===== src/rtl/clk_div_pkg.sv =====
// clk_div_pkg: shared definitions for the Avalon-MM clock divider controller.
//   - register address map and CTRL/STATUS bit positions
//   - FSM state type (encoding is visible in STATUS[3:2])
//   - smallest legal divisor
package clk_div_pkg;

    localparam logic [1:0] ADDR_CTRL   = 2'd0;
    localparam logic [1:0] ADDR_DIV    = 2'd1;
    localparam logic [1:0] ADDR_STATUS = 2'd2;
    localparam logic [1:0] ADDR_TICKS  = 2'd3;

    localparam int unsigned CTRL_EN_BIT    = 0;
    localparam int unsigned CTRL_SRST_BIT  = 1;

    localparam int unsigned STAT_RUN_BIT   = 0;
    localparam int unsigned STAT_PEND_BIT  = 1;
    localparam int unsigned STAT_STATE_LSB = 2;

    localparam int unsigned MIN_DIV = 2;

    typedef enum logic [1:0] {
        ST_IDLE = 2'd0,
        ST_HOLD = 2'd1,
        ST_RUN  = 2'd2,
        ST_STOP = 2'd3
    } state_t;

endpackage


===== src/rtl/clk_div_core.sv =====
// clk_div_core: period counter, active divisor and divided-clock generation.
//   i_clk/i_rst : clock, asynchronous active-high reset
//   i_run       : controller is in RUN or STOP (counter advances)
//   i_clr       : force counter to 0 (controller re-entering HOLD)
//   i_load      : load active divisor from i_div
//   i_div       : divisor value to load (also used on every counter wrap)
//   o_div       : active divisor
//   o_last      : counter is at N-1 (combinational)
//   o_clk       : divided clock, registered
//   o_tick      : one-cycle strobe per divided period, registered
module clk_div_core
    import clk_div_pkg::*;
#(
    parameter int unsigned DIV_W       = 16,
    parameter int unsigned DEFAULT_DIV = 2500
) (
    input  logic             i_clk,
    input  logic             i_rst,
    input  logic             i_run,
    input  logic             i_clr,
    input  logic             i_load,
    input  logic [DIV_W-1:0] i_div,
    output logic [DIV_W-1:0] o_div,
    output logic             o_last,
    output logic             o_clk,
    output logic             o_tick
);

    logic [DIV_W-1:0] r_cnt;
    logic [DIV_W-1:0] r_div;
    logic             r_clk;
    logic             r_tick;
    logic             w_last;

    assign w_last = (r_cnt == (r_div - DIV_W'(1)));

    always_ff @(posedge i_clk or posedge i_rst) begin
        if (i_rst) begin
            r_cnt  <= '0;
            r_div  <= DIV_W'(DEFAULT_DIV);
            r_clk  <= 1'b0;
            r_tick <= 1'b0;
        end else begin
            if (!i_run || i_clr || w_last)
                r_cnt <= '0;
            else
                r_cnt <= r_cnt + DIV_W'(1);

            // A wrap starts a new period, so the divisor may change only here
            // (or on an explicit load), never inside a running period.
            if (i_load || (i_run && w_last))
                r_div <= i_div;

            r_clk  <= i_run && (r_cnt < (r_div >> 1));
            r_tick <= i_run && w_last;
        end
    end

    assign o_div  = r_div;
    assign o_last = w_last;
    assign o_clk  = r_clk;
    assign o_tick = r_tick;

endmodule


===== src/rtl/clk_div_ctrl.sv =====
// clk_div_ctrl: Avalon-MM controller for the programmable clock divider.
//   clk, clk_rst       : clock, asynchronous active-high reset
//   avs_*              : Avalon-MM slave (no waitrequest, read latency 1)
//                        0 CTRL, 1 DIV, 2 STATUS, 3 TICKS
//   clk_out            : divided clock, registered
//   clk_rst_out        : reset for the divided-clock domain, registered
//   tick               : one-cycle strobe per divided period, registered
module clk_div_ctrl
    import clk_div_pkg::*;
#(
    parameter int unsigned DIV_W       = 16,
    parameter int unsigned DEFAULT_DIV = 2500,
    parameter int unsigned RST_HOLD    = 4
) (
    input  logic        clk,
    input  logic        clk_rst,
    input  logic [1:0]  avs_address,
    input  logic        avs_write,
    input  logic [31:0] avs_writedata,
    input  logic        avs_read,
    output logic [31:0] avs_readdata,
    output logic        avs_readdatavalid,
    output logic        clk_out,
    output logic        clk_rst_out,
    output logic        tick
);

    localparam int unsigned HOLD_W = (RST_HOLD > 1) ? $clog2(RST_HOLD) : 1;

    state_t            r_state;
    state_t            w_state_next;
    logic              r_en;
    logic              r_soft;
    logic [HOLD_W-1:0] r_hold;
    logic [DIV_W-1:0]  r_shadow;
    logic [31:0]       r_ticks;
    logic              r_rst_out;

    logic              w_ctrl_wr;
    logic              w_div_wr;
    logic              w_ticks_wr;
    logic              w_idle_div_wr;
    logic [DIV_W-1:0]  w_div_clamped;
    logic [DIV_W-1:0]  w_load_val;
    logic [DIV_W-1:0]  w_active;
    logic              w_running;
    logic              w_enter_hold;
    logic              w_load;
    logic              w_last;
    logic              w_core_clk;
    logic              w_core_tick;
    logic [31:0]       w_rd_mux;
    logic              w_unused;

    assign w_unused = ^avs_writedata[31:DIV_W];

    assign w_ctrl_wr     = avs_write && (avs_address == ADDR_CTRL);
    assign w_div_wr      = avs_write && (avs_address == ADDR_DIV);
    assign w_ticks_wr    = avs_write && (avs_address == ADDR_TICKS);
    assign w_div_clamped = (avs_writedata[DIV_W-1:0] < DIV_W'(MIN_DIV)) ?
                           DIV_W'(MIN_DIV) : avs_writedata[DIV_W-1:0];

    assign w_running     = (r_state == ST_RUN) || (r_state == ST_STOP);
    assign w_idle_div_wr = w_div_wr && (r_state == ST_IDLE);

    // FSM acts on the registered EN / soft-reset request, one cycle after
    // the bus write.
    always_comb begin
        w_state_next = r_state;
        if (r_soft) begin
            w_state_next = ST_HOLD;
        end else begin
            case (r_state)
                ST_IDLE: if (r_en) w_state_next = ST_HOLD;
                ST_HOLD: if (r_hold == HOLD_W'(RST_HOLD - 1)) w_state_next = ST_RUN;
                ST_RUN:  if (!r_en) w_state_next = ST_STOP;
                ST_STOP: begin
                    if (r_en)
                        w_state_next = ST_RUN;
                    else if (w_last)
                        w_state_next = ST_IDLE;
                end
                default: w_state_next = ST_IDLE;
            endcase
        end
    end

    assign w_enter_hold = (w_state_next == ST_HOLD) && ((r_state != ST_HOLD) || r_soft);
    assign w_load       = w_enter_hold || w_idle_div_wr;
    // In IDLE a DIV write goes straight through; otherwise the shadow is used.
    assign w_load_val   = w_idle_div_wr ? w_div_clamped : r_shadow;

    clk_div_core #(
        .DIV_W       (DIV_W),
        .DEFAULT_DIV (DEFAULT_DIV)
    ) u_core (
        .i_clk  (clk),
        .i_rst  (clk_rst),
        .i_run  (w_running),
        .i_clr  (w_enter_hold),
        .i_load (w_load),
        .i_div  (w_load_val),
        .o_div  (w_active),
        .o_last (w_last),
        .o_clk  (w_core_clk),
        .o_tick (w_core_tick)
    );

    always_ff @(posedge clk or posedge clk_rst) begin
        if (clk_rst) begin
            r_state   <= ST_IDLE;
            r_en      <= 1'b0;
            r_soft    <= 1'b0;
            r_hold    <= '0;
            r_shadow  <= DIV_W'(DEFAULT_DIV);
            r_ticks   <= '0;
            r_rst_out <= 1'b1;
        end else begin
            r_state   <= w_state_next;
            r_hold    <= ((r_state == ST_HOLD) && !r_soft) ? r_hold + HOLD_W'(1) : '0;
            r_rst_out <= !w_running;

            r_soft <= w_ctrl_wr && avs_writedata[CTRL_EN_BIT] && avs_writedata[CTRL_SRST_BIT];
            if (w_ctrl_wr)
                r_en <= avs_writedata[CTRL_EN_BIT];

            if (w_div_wr)
                r_shadow <= w_div_clamped;

            // A clearing write beats a simultaneous tick.
            if (w_ticks_wr)
                r_ticks <= '0;
            else if (w_core_tick)
                r_ticks <= r_ticks + 32'd1;
        end
    end

    always_comb begin
        w_rd_mux = '0;
        case (avs_address)
            ADDR_CTRL:   w_rd_mux[CTRL_EN_BIT] = r_en;
            ADDR_DIV:    w_rd_mux[DIV_W-1:0]   = r_shadow;
            ADDR_STATUS: begin
                w_rd_mux[STAT_RUN_BIT]         = (r_state == ST_RUN);
                w_rd_mux[STAT_PEND_BIT]        = (r_shadow != w_active);
                w_rd_mux[STAT_STATE_LSB +: 2]  = r_state;
            end
            ADDR_TICKS:  w_rd_mux = r_ticks;
            default:     w_rd_mux = '0;
        endcase
    end

    always_ff @(posedge clk or posedge clk_rst) begin
        if (clk_rst) begin
            avs_readdata      <= '0;
            avs_readdatavalid <= 1'b0;
        end else begin
            avs_readdatavalid <= avs_read;
            avs_readdata      <= avs_read ? w_rd_mux : '0;
        end
    end

    assign clk_out     = w_core_clk;
    assign tick        = w_core_tick;
    assign clk_rst_out = r_rst_out;

endmodule


===== config.mk =====
export PLATFORM = sky130hd
export DESIGN_NAME = clk_div_ctrl
export DESIGN_NICKNAME = d
export VERILOG_FILES = /design/src/rtl/clk_div_pkg.sv /design/src/rtl/clk_div_core.sv /design/src/rtl/clk_div_ctrl.sv
export SDC_FILE = /design/constraint.sdc
export NUM_CORES = 1
export LEC_CHECK = 0
export BUFFER_PORTS_ARGS = -buffer_cell sky130_fd_sc_hd__buf_2
export CORE_MARGIN = 3
export CORE_UTILIZATION = 58
export CTS_CLUSTER_SIZE = 16
export DETAILED_ROUTE_END_ITERATION = 8
export PLACE_DENSITY = 0.84
export SLEW_MARGIN = 25
export SYNTH_ARGS = -nofsm -noshare
export SYNTH_HDL_FRONTEND = slang
export SYNTH_SLANG_ARGS = --single-unit
export TNS_END_PERCENT = 5

===== constraint.sdc =====
create_clock -name clk -period 5.2 [get_ports clk]
set_input_delay 0.78 -clock clk [delete_from_list [all_inputs] [get_ports clk]]
set_output_delay 0.78 -clock clk [all_outputs]
set_load 0.02 [all_outputs]

==> run_results.csv, run 1 <==
group,metric,value,unit
yosys,synth_top_area_cell,"dfrtp_1",
placement,gp_congestion,0.859,
critical_path,worst-setup-path-type,"reg -> reg",
outcome,status,"finished clean",
yosys,ys_seq_area_frac,0.499,
yosys,yosysUniqueCellTypes,54,
min_path,hp-class,"in -> reg",
timing,post-route-period-util,0.709,
floorplanning,top_level_ports,74,
global_route,grt_util_all_layers,0.262,
placement,dpl.hpwl,9760,um
global_route,antenna_found_initial,0,
floorplanning,die-area,11900,um2
critical_path,timing.rr.start,"u_core.o_div[5]",
timing,max_freq,271,MHz
floorplanning,core_area,10000,um2
yosys,ys_ff_latch,122,
clock_network,cts.sinks,122,
yosys,synth_area_per_cell,10.7,um2
clock_network,cts_buffers,17,
timing,rsz0062_at_grt,"false",
timing,slew_headroom,0.312,
clock_network,cts_resized,0,
floorplanning,start_util,0.612,
routing,first_iter_violations,379,
timing,fin_ws,1.51,ns
yosys,synth_area_leaders,"dfrtp_1 (45%), xnor2_1 (6.1%), xor2_1 (5.3%)",
clock_network,root_buffer,"clkbuf_8",
critical_path,path_cells,"or4_4, or3_4, nor4_1, nor3_1, o221ai_1, o31a_1, mux2i_1",
global_route,grt_max_degree,76,
clock_network,clk_latency,0.54,ns
timing,period_needed,3.69,ns
critical_path,critPathMaxStageDelay,0.90,ns
cells_and_area,num_antenna_cells,0,
cells_and_area,nets,685,
clock_network,cts_hold_buf,0,
cells_and_area,layout_commonest_cell,"dfrtp_1",
cells_and_area,layout-drive-gt1-share,0.198,
global_route,grt_pass1_wl,23800,um
yosys,synthCells,573,
pwr,ir_drop,0.194,mV
yosys,synth_enable_flop_cells,0,
clock_network,path_clk_slew,0.06,ns
placement,place_ws,1.59,ns
routing,drt-pass1-iter-count,6,
clock_network,cts_tree,"done",
critical_path,crit_start,"u_core.o_div[5]",
pwr,powerDensity,471,nW/um2
critical_path,path_max_fanout,16,
routing,avgViaCountPerCell,6.04,
timing,fin_setup_tns,0,ns
timing,setup_viol,0,
global_route,grt-ovfl-total,0,
routing,wire_per_inst,18.7,um
global_route,grt_pass1_vias,4837,
timing,tightest_slew,1.03,ns
timing,hold_viol,0,
yosys,async_flop_share,1.00,
floorplanning,rows,36,
timing,maxSlewViolCount,0,
timing,whs,0.426,ns
yosys,ys.flop_type,"dfrtp_1",
placement,portBuffers,57,
routing,routed_wl,14500,um
critical_path,worstSetupStartpointType,"flip-flop",
critical_path,arrival,4.13,ns
routing,vias,4679,
cells_and_area,final_cell_mix,"dfrtp_1 (111), nor2_1 (64), buf_2 (57)",
routing,postRouteAntennaNets,0,
clock_network,clk_path_buf_depth,2,
placement,dpl_cell_area,6510,um2
yosys,yosys_warnings,0,
critical_path,critPathRequiredTime,5.64,ns
cells_and_area,finalInstanceArea,7160,um2
cells_and_area,area_growth,16.4,%
routing,drc,0,
yosys,synth_fp_nets,629,
floorplanning,fp.dieH,109,um
run,drv_cap,0,
min_path,worstHoldStart,"avs_read",
yosys,yosysTopAreaCellShare,0.452,
timing,final.setup_skew,0.00650,ns
critical_path,slowest_stage,"o31a_1",
critical_path,endpoint_kind,"flip-flop",
clock_network,cts_setup_buffers,0,
clock_network,cts_max_level,4,
pwr,p_leak,3.55,nW
floorplanning,die_x,109,um
yosys,netlist_area,6150,um2
-- sequential cells by signal, indices dropped and copies added (netlist names) --
name	cells
avs_readdata	32
r_ticks	32
r_shadow	16
u_core.o_div	16
u_core.r_cnt	16
r_hold	2
r_state	2
avs_readdatavalid	1
clk_rst_out	1
r_en	1
r_soft	1
u_core.o_clk	1
u_core.o_tick	1
-- through the flow --
step,instances,utilization,power (W)
5_1_grt,775,0.713,0.00351
2_1_floorplan,573,-,0.00185
6_report,775,0.713,0.00338
3_3_place_gp,743,0.648,0.00200
4_1_cts,775,0.713,0.00336
3_5_place_dp,743,0.648,0.00206
-- power breakdown --
part | internal, W | switching (W)
Sequential | 0.00110 | 0.000187
Clock | 0.000842 | 0.000441
Combinational | 0.000351 | 0.000454
Total | 0.00229 | 0.00108
-- layer usage --
layer | share of wire | vias up | global-route usage
met3 | 0.058 | 64 | 0.0497
met2 | 0.52 | 221 | 0.459
met4 | 0.041 | 0 | 0.137
met1 | 0.38 | 2287 | 0.303
met5 | 0 | - | 0
li1 | - | 2107 | -
-- layout make-up --
type                       instances  area [um2]
inverter                          26         100
clock buffer                      18         428
clock inverter                    14         220
timing repair buffer              58         293
fill                             630        2880
sequential                       122        3070
multi-input combinational        404        2890
tap                              133         166
-- worst paths after layout --
path                                      to  slack (ns)  depth (start not counted)
setup / recovery            u_core.o_div[13]        1.51                          7
hold / removal             avs_readdatavalid        0.43                          1
setup reg to reg            u_core.o_div[13]        1.51                          7
hold reg to reg                    r_hold[0]        0.46                          1
max in group asynchronous   u_core.r_cnt[14]        3.61                          3
min in group asynchronous         r_ticks[3]        0.45                          2
-- cells in the mapped netlist, drive strengths merged (4+ instances only) --
cell	count
dfrtp	111
nor2	64
xnor2	43
xor2	37
mux2i	31
inv	25
nand3	24
nand2	21
and2	19
ha	18
mux2	18
nand4	18
clkbuf	17
o21ai	14
nor3	13
a22o	12
a21oi	11
dfstp	11
and3	8
nor4	7
a21o	6
or3	5
buf	4
nand2b	4
nor2b	4
-- worst max-delay path: cells and delay by family, from the launching register on --
kind,cells,cell delay [ns]
and+or+nand+nor,4,1.45
DFF,1,0.45
AOI/OAI and AO/OA,2,1.41
muxes,1,0.29
-- cells by family after synthesis --
family                     count (synthesis)  synth area share
adders and majority gates                 18            0.0366
and+or+nand+nor                          196             0.164
xor gates and xnor gates                  80             0.114
DFF                                      122             0.499
AOI/OAI and AO/OA                         60            0.0671
muxes                                     50            0.0871
buffers and inverters                     47            0.0328
(Power assumes the default switching activity.)
==> run 2, diff against run 1 <==
--- a/config.mk
+++ b/config.mk
@@ -7,10 +7,10 @@
 export LEC_CHECK = 0
 export BUFFER_PORTS_ARGS = -buffer_cell sky130_fd_sc_hd__buf_2
 export CORE_MARGIN = 3
-export CORE_UTILIZATION = 58
+export CORE_UTILIZATION = 53
 export CTS_CLUSTER_SIZE = 16
 export DETAILED_ROUTE_END_ITERATION = 8
-export PLACE_DENSITY = 0.84
+export PLACE_DENSITY = 0.81
 export SLEW_MARGIN = 25
 export SYNTH_ARGS = -nofsm -noshare
 export SYNTH_HDL_FRONTEND = slang
==> constraint.sdc (replaced) <==
create_clock -name clk -period 3.3 [get_ports clk]
set_input_delay 0.495 -clock clk [delete_from_list [all_inputs] [get_ports clk]]
set_output_delay 0.495 -clock clk [all_outputs]
set_load 0.02 [all_outputs]
==> run 2 against run 1 <==
Sequential power rose by 58%; clock power rose by 66%; worst hold slack got worse by 0.19 ns; worst setup slack got worse by 1.3 ns; count of clock-buffer cells in the layout rose by 3; clock skew fell by 0.0015 ns; core utilization fell by 5.4 points; critical path depth rose by 1; combinational power rose by 58%; fmax rose by 18%.
==> run_results.csv, run 2 (synthesized netlist as in run 1, its figures left out) <==
group,metric,value,unit
cells_and_area,nets,696,
critical_path,critPathMaxStageDelay,0.60,ns
min_path,hp-class,"in -> async",
timing,max_freq,320,MHz
placement,dpl.hpwl,9570,um
routing,drc,0,
routing,first_iter_violations,321,
critical_path,path_delay_family,"simple AND/OR/NAND/NOR gates",
pwr,powerDensity,743,nW/um2
critical_path,rrSetupSlack,0.18,ns
timing,tightest_slew,0.912,ns
routing,avgViaCountPerCell,5.73,
pwr,ir_drop,0.474,mV
cells_and_area,area_growth,18.7,%
global_route,grt-ovfl-total,0,
clock_network,cts.sinks,122,
pwr,p_leak,3.61,nW
timing,post-route-period-util,0.946,
critical_path,worst-setup-path-type,"reg -> reg",
clock_network,cts_hold_buf,0,
critical_path,path_cells,"or4_4, or3_4, xnor2_1, a31oi_1, or4_4, o31a_1, buf_12, mux2i_1",
clock_network,cts_max_level,4,
critical_path,r2r.worst_path.cells,8,
floorplanning,start_util,0.555,
critical_path,slowest_stage,"or4_4",
routing,postRouteAntennaNets,0,
critical_path,critPathRequiredTime,3.64,ns
placement,gp_congestion,0.886,
critical_path,worstSetupStartpointType,"flip-flop",
cells_and_area,layout_commonest_cell,"dfrtp_1",
floorplanning,core_area,11100,um2
critical_path,critPathBufInv,1,
floorplanning,die-area,12900,um2
cells_and_area,final_cell_mix,"dfrtp_1 (111), nor2_1 (64), buf_2 (57)",
timing,period_needed,3.12,ns
cells_and_area,layout-drive-gt1-share,0.205,
critical_path,arrival,3.46,ns
timing,hold_viol,0,
global_route,antenna_found_initial,0,
timing,maxSlewViolCount,0,
critical_path,reg2reg_to,"u_core.o_div[6]",
clock_network,clk_path_buf_depth,2,
global_route,grt_max_degree,47,
critical_path,path_max_fanout,13,
clock_network,path_clk_slew,0.05,ns
global_route,grt_pass1_wl,23400,um
floorplanning,die_x,114,um
routing,routed_wl,13800,um
floorplanning,fp.dieH,114,um
cells_and_area,top_regs,"avs_readdata x32, r_ticks x32",
routing,vias,4547,
routing,wire_per_inst,17.4,um
routing,drt-pass1-iter-count,6,
timing,fin_setup_tns,0,ns
timing,setup_viol,0,
clock_network,clk_latency,0.42,ns
critical_path,timing.critical_path.mode_cell,"or4_4",
cells_and_area,num_antenna_cells,0,
outcome,status,"finished clean",
clock_network,cts_buffers,17,
global_route,grt_util_all_layers,0.231,
critical_path,timing.rr.start,"u_core.o_div[5]",
cells_and_area,fin_util,0.659,
timing,slew_headroom,0.392,
critical_path,endpoint_kind,"flip-flop",
clock_network,root_buffer,"clkbuf_16",
cells_and_area,nFillCells,827,
placement,portBuffers,57,
run,drv_cap,0,
floorplanning,rows,38,
clock_network,cts_tree,"done",
timing,rsz0062_at_grt,"false",
floorplanning,top_level_ports,74,
timing,final.setup_skew,0.00496,ns
global_route,grt_pass1_vias,4805,
[run 2: changes by cell type in the layout (fill, tap and decap cells not counted), moves of 2 or more]
cell        change
buf_12          +2
buf_4           +9
clkbuf_1        +2
clkinv_4        -4
clkinvlp_4      +3
[run 2: worst register-to-register path: cells and delay by family, from the launching register on]
kind,cells,cell delay (ns)
simple gates,3,1.56
flops,1,0.46
buf+inv,1,0.19
compound gates,2,0.48
xor+xnor,1,0.19
mux,1,0.18
[run 2: power by group]
group          switching [W]  internal, W
combinational       0.000682     0.000584
sequential          0.000310      0.00173
clock               0.000661      0.00145
total                0.00165      0.00377
[run 2: repair_timing]
item	4_1_cts	5_1_grt
setup endpoints to repair	0	7
setup buffers	0	3
gates resized for setup	0	0
[run 2: how the worst max path moves through the flow]
stage	startpoint	end	depth (start not counted)
floorplan	u_core.o_div[5]	u_core.o_div[15]	9
global placement	u_core.o_div[5]	u_core.o_div[14]	8
detailed placement	u_core.o_div[5]	u_core.o_div[6]	8
CTS	u_core.o_div[5]	u_core.o_div[5]	8
global route	u_core.o_div[5]	u_core.o_div[14]	8
finish	u_core.o_div[5]	u_core.o_div[6]	8
[run 2: metal layers]
layer | share of wire | track usage
met5 | 0 | 0
met4 | 0.040 | 0.132
met3 | 0.052 | 0.0610
met2 | 0.51 | 0.387
met1 | 0.40 | 0.269
[run 2: area by class of cell]
class / instances / area, um2 / share of cell area
Inverter: 26 / 101 / 0.0139
Sequential cell: 122 / 3070 / 0.420
Clock inverter: 11 / 216 / 0.0296
Multi-Input combinational cell: 404 / 2880 / 0.395
Clock buffer: 21 / 460 / 0.0631
Timing Repair Buffer: 69 / 400 / 0.0548
Tap cell: 140 / 175 / 0.0240
[run 2: through the flow]
step / instance area, um2 / power [W] / setup WS [ns] / instances / hold slack (ns)
after floorplan: 6150 / 0.00292 / 0.412 / 573 / 0.410
after global placement: 6600 / 0.00318 / 0.324 / 758 / 0.425
after detailed placement: 6600 / 0.00328 / 0.245 / 758 / 0.446
after CTS: 7280 / 0.00542 / 0.217 / 790 / 0.247
after global routing: 7300 / 0.00568 / 0.0566 / 793 / 0.264
final: 7300 / 0.00542 / 0.179 / 793 / 0.235
==> run 3, diff against run 2 <==
--- a/config.mk
+++ b/config.mk
@@ -7,10 +7,10 @@
 export LEC_CHECK = 0
 export BUFFER_PORTS_ARGS = -buffer_cell sky130_fd_sc_hd__buf_2
 export CORE_MARGIN = 3
-export CORE_UTILIZATION = 53
+export CORE_UTILIZATION = 30
 export CTS_CLUSTER_SIZE = 16
 export DETAILED_ROUTE_END_ITERATION = 8
-export PLACE_DENSITY = 0.81
+export PLACE_DENSITY = 0.52
 export SLEW_MARGIN = 25
 export SYNTH_ARGS = -nofsm -noshare
 export SYNTH_HDL_FRONTEND = slang
==> run 3 against run 2 <==
First-iteration DRC count fell by 10%; global-route usage fell by 9.5 points; critical path type unchanged; highest routed layer unchanged; routed wire length rose by 2.6%; final area rose by 0.91%; register-to-register slack improved by 0.04 ns; count of clock-buffer cells in the layout fell by 3; non-clock buffer count fell by 2; sequential power barely moved; fmax rose by 1.2%; sequential share of layout area fell by 0.38 points; worst hold slack improved by 0.027 ns.
==> run_results.csv, run 3 (synthesized netlist as in run 1, its figures left out) <==
group,metric,value,unit
timing,rsz0062_at_grt,"false",
placement,portBuffers,57,
placement,dpl.hpwl,10500,um
floorplanning,core_area,19800,um2
timing,tightest_slew,0.940,ns
cells_and_area,top_regs,"avs_readdata x32, r_ticks x32",
critical_path,r2r.worst_path.cells,8,
timing,final.setup_skew,0.0194,ns
critical_path,worstSetupStartpointType,"flip-flop",
pwr,ir_drop,0.349,mV
pwr,p_leak,3.58,nW
clock_network,path_clk_slew,0.06,ns
floorplanning,top_level_ports,74,
pwr,total_power,0.00512,W
clock_network,clk_latency,0.42,ns
timing,post-route-period-util,0.935,
placement,gp_congestion,0.813,
clock_network,cts_resized,0,
routing,avgViaCountPerCell,4.75,
clock_network,root_buffer,"clkbuf_16",
floorplanning,start_util,0.311,
clock_network,cts_max_level,4,
critical_path,critPathRequiredTime,3.64,ns
timing,maxSlewViolCount,0,
timing,fin_setup_tns,0,ns
floorplanning,fp.dieH,149,um
pwr,powerDensity,695,nW/um2
cells_and_area,num_antenna_cells,0,
timing,period_needed,3.08,ns
cells_and_area,layout_commonest_cell,"dfrtp_1",
critical_path,endpoint_kind,"flip-flop",
clock_network,cts_setup_buffers,0,
global_route,grt_pass1_wl,23800,um
routing,routed_wl,14200,um
floorplanning,die-area,22300,um2
cells_and_area,area_growth,19.8,%
global_route,grt_util_all_layers,0.136,
global_route,grt_max_degree,43,
cells_and_area,final_cell_mix,"dfrtp_1 (111), nor2_1 (64), buf_2 (57)",
min_path,hp-class,"in -> async",
routing,first_iter_violations,289,
timing,slew_headroom,0.371,
routing,vias,4347,
floorplanning,die_x,149,um
run,drv_cap,0,
critical_path,arrival,3.42,ns
timing,hold_viol,0,
outcome,status,"finished clean",
routing,drt-pass1-iter-count,4,
clock_network,cts_buffers,17,
global_route,grt_pass1_vias,4647,
cells_and_area,layout-drive-gt1-share,0.206,
global_route,antenna_found_initial,0,
routing,postRouteAntennaNets,0,
routing,wire_per_inst,15.4,um
timing,setup_viol,0,
clock_network,cts.sinks,122,
clock_network,cts_hold_buf,0,
floorplanning,rows,51,
cells_and_area,nets,694,
critical_path,path_max_fanout,16,
critical_path,worst-setup-path-type,"reg -> reg",
clock_network,clk_path_buf_depth,2,
timing,max_freq,324,MHz
global_route,grt-ovfl-total,0,
routing,drc,0,
clock_network,cts_tree,"done",
run 3: cell count changes in the layout (fill, tap and decap cells not counted), sizes merged:
cell | previous run | this run
clkinv | 3 | 6
buf | 69 | 67
inv | 24 | 30
clkbuf | 21 | 18
clkinvlp | 4 | 2
bufinv | 6 | 2
run 3: final cells by class:
type,count,area (um2)
inverters,26,101
repair buffers,67,385
well taps,265,332
clock inverters,14,163
fillers,1994,12400
flip-flops and latches,122,3070
multi-input cells,404,2880
clock buffers,18,439
run 3: worst max-delay path, stage by stage (launching register included):
cell and delay [ns]:
dfrtp_1 0.45, or4_4 0.58, or3_4 0.39, nor4_1 0.33
nor3_1 0.12, o221ai_1 0.48, o31a_1 0.26, buf_12 0.18
mux2i_1 0.21
run 3: layer usage:
metal	vias up	track usage	share of wire
met3	24	0.0343	0.033
li1	2117	-	-
met4	0	0.0517	0.026
met2	78	0.227	0.49
met5	-	0	0
met1	2128	0.170	0.45
run 3: final timing paths:
check / to / slack [ns] / startpoint
min in group clk: avs_readdatavalid / 0.27 / avs_read
worst max-delay path: u_core.o_div[6] / 0.22 / u_core.o_div[5]
worst min register to register: r_hold[0] / 0.43 / r_hold[0]
max in group asynchronous: u_core.o_div[8] / 2.22 / clk_rst
worst max register to register: u_core.o_div[6] / 0.22 / u_core.o_div[5]
worst min-delay path: r_ticks[11] / 0.26 / clk_rst
run 3: through the flow:
stage / worst slack (ns) / cells / hold WS (ns) / utilization / instance area, um2
2_1_floorplan: 0.412 / 573 / 0.410 / - / 6150
3_3_place_gp: 0.367 / 884 / 0.422 / 0.342 / 6770
3_5_place_dp: 0.229 / 884 / 0.427 / 0.342 / 6770
4_1_cts: 0.222 / 916 / 0.257 / 0.372 / 7370
5_1_grt: 0.0117 / 916 / 0.263 / 0.372 / 7370
6_report: 0.215 / 916 / 0.262 / 0.372 / 7370
run 3: where the power goes:
group / total, W / switching [W] / internal (W)
Clock: 0.00187 / 0.000724 / 0.00115
Sequential: 0.00202 / 0.000284 / 0.00173
Combinational: 0.00123 / 0.000662 / 0.000571
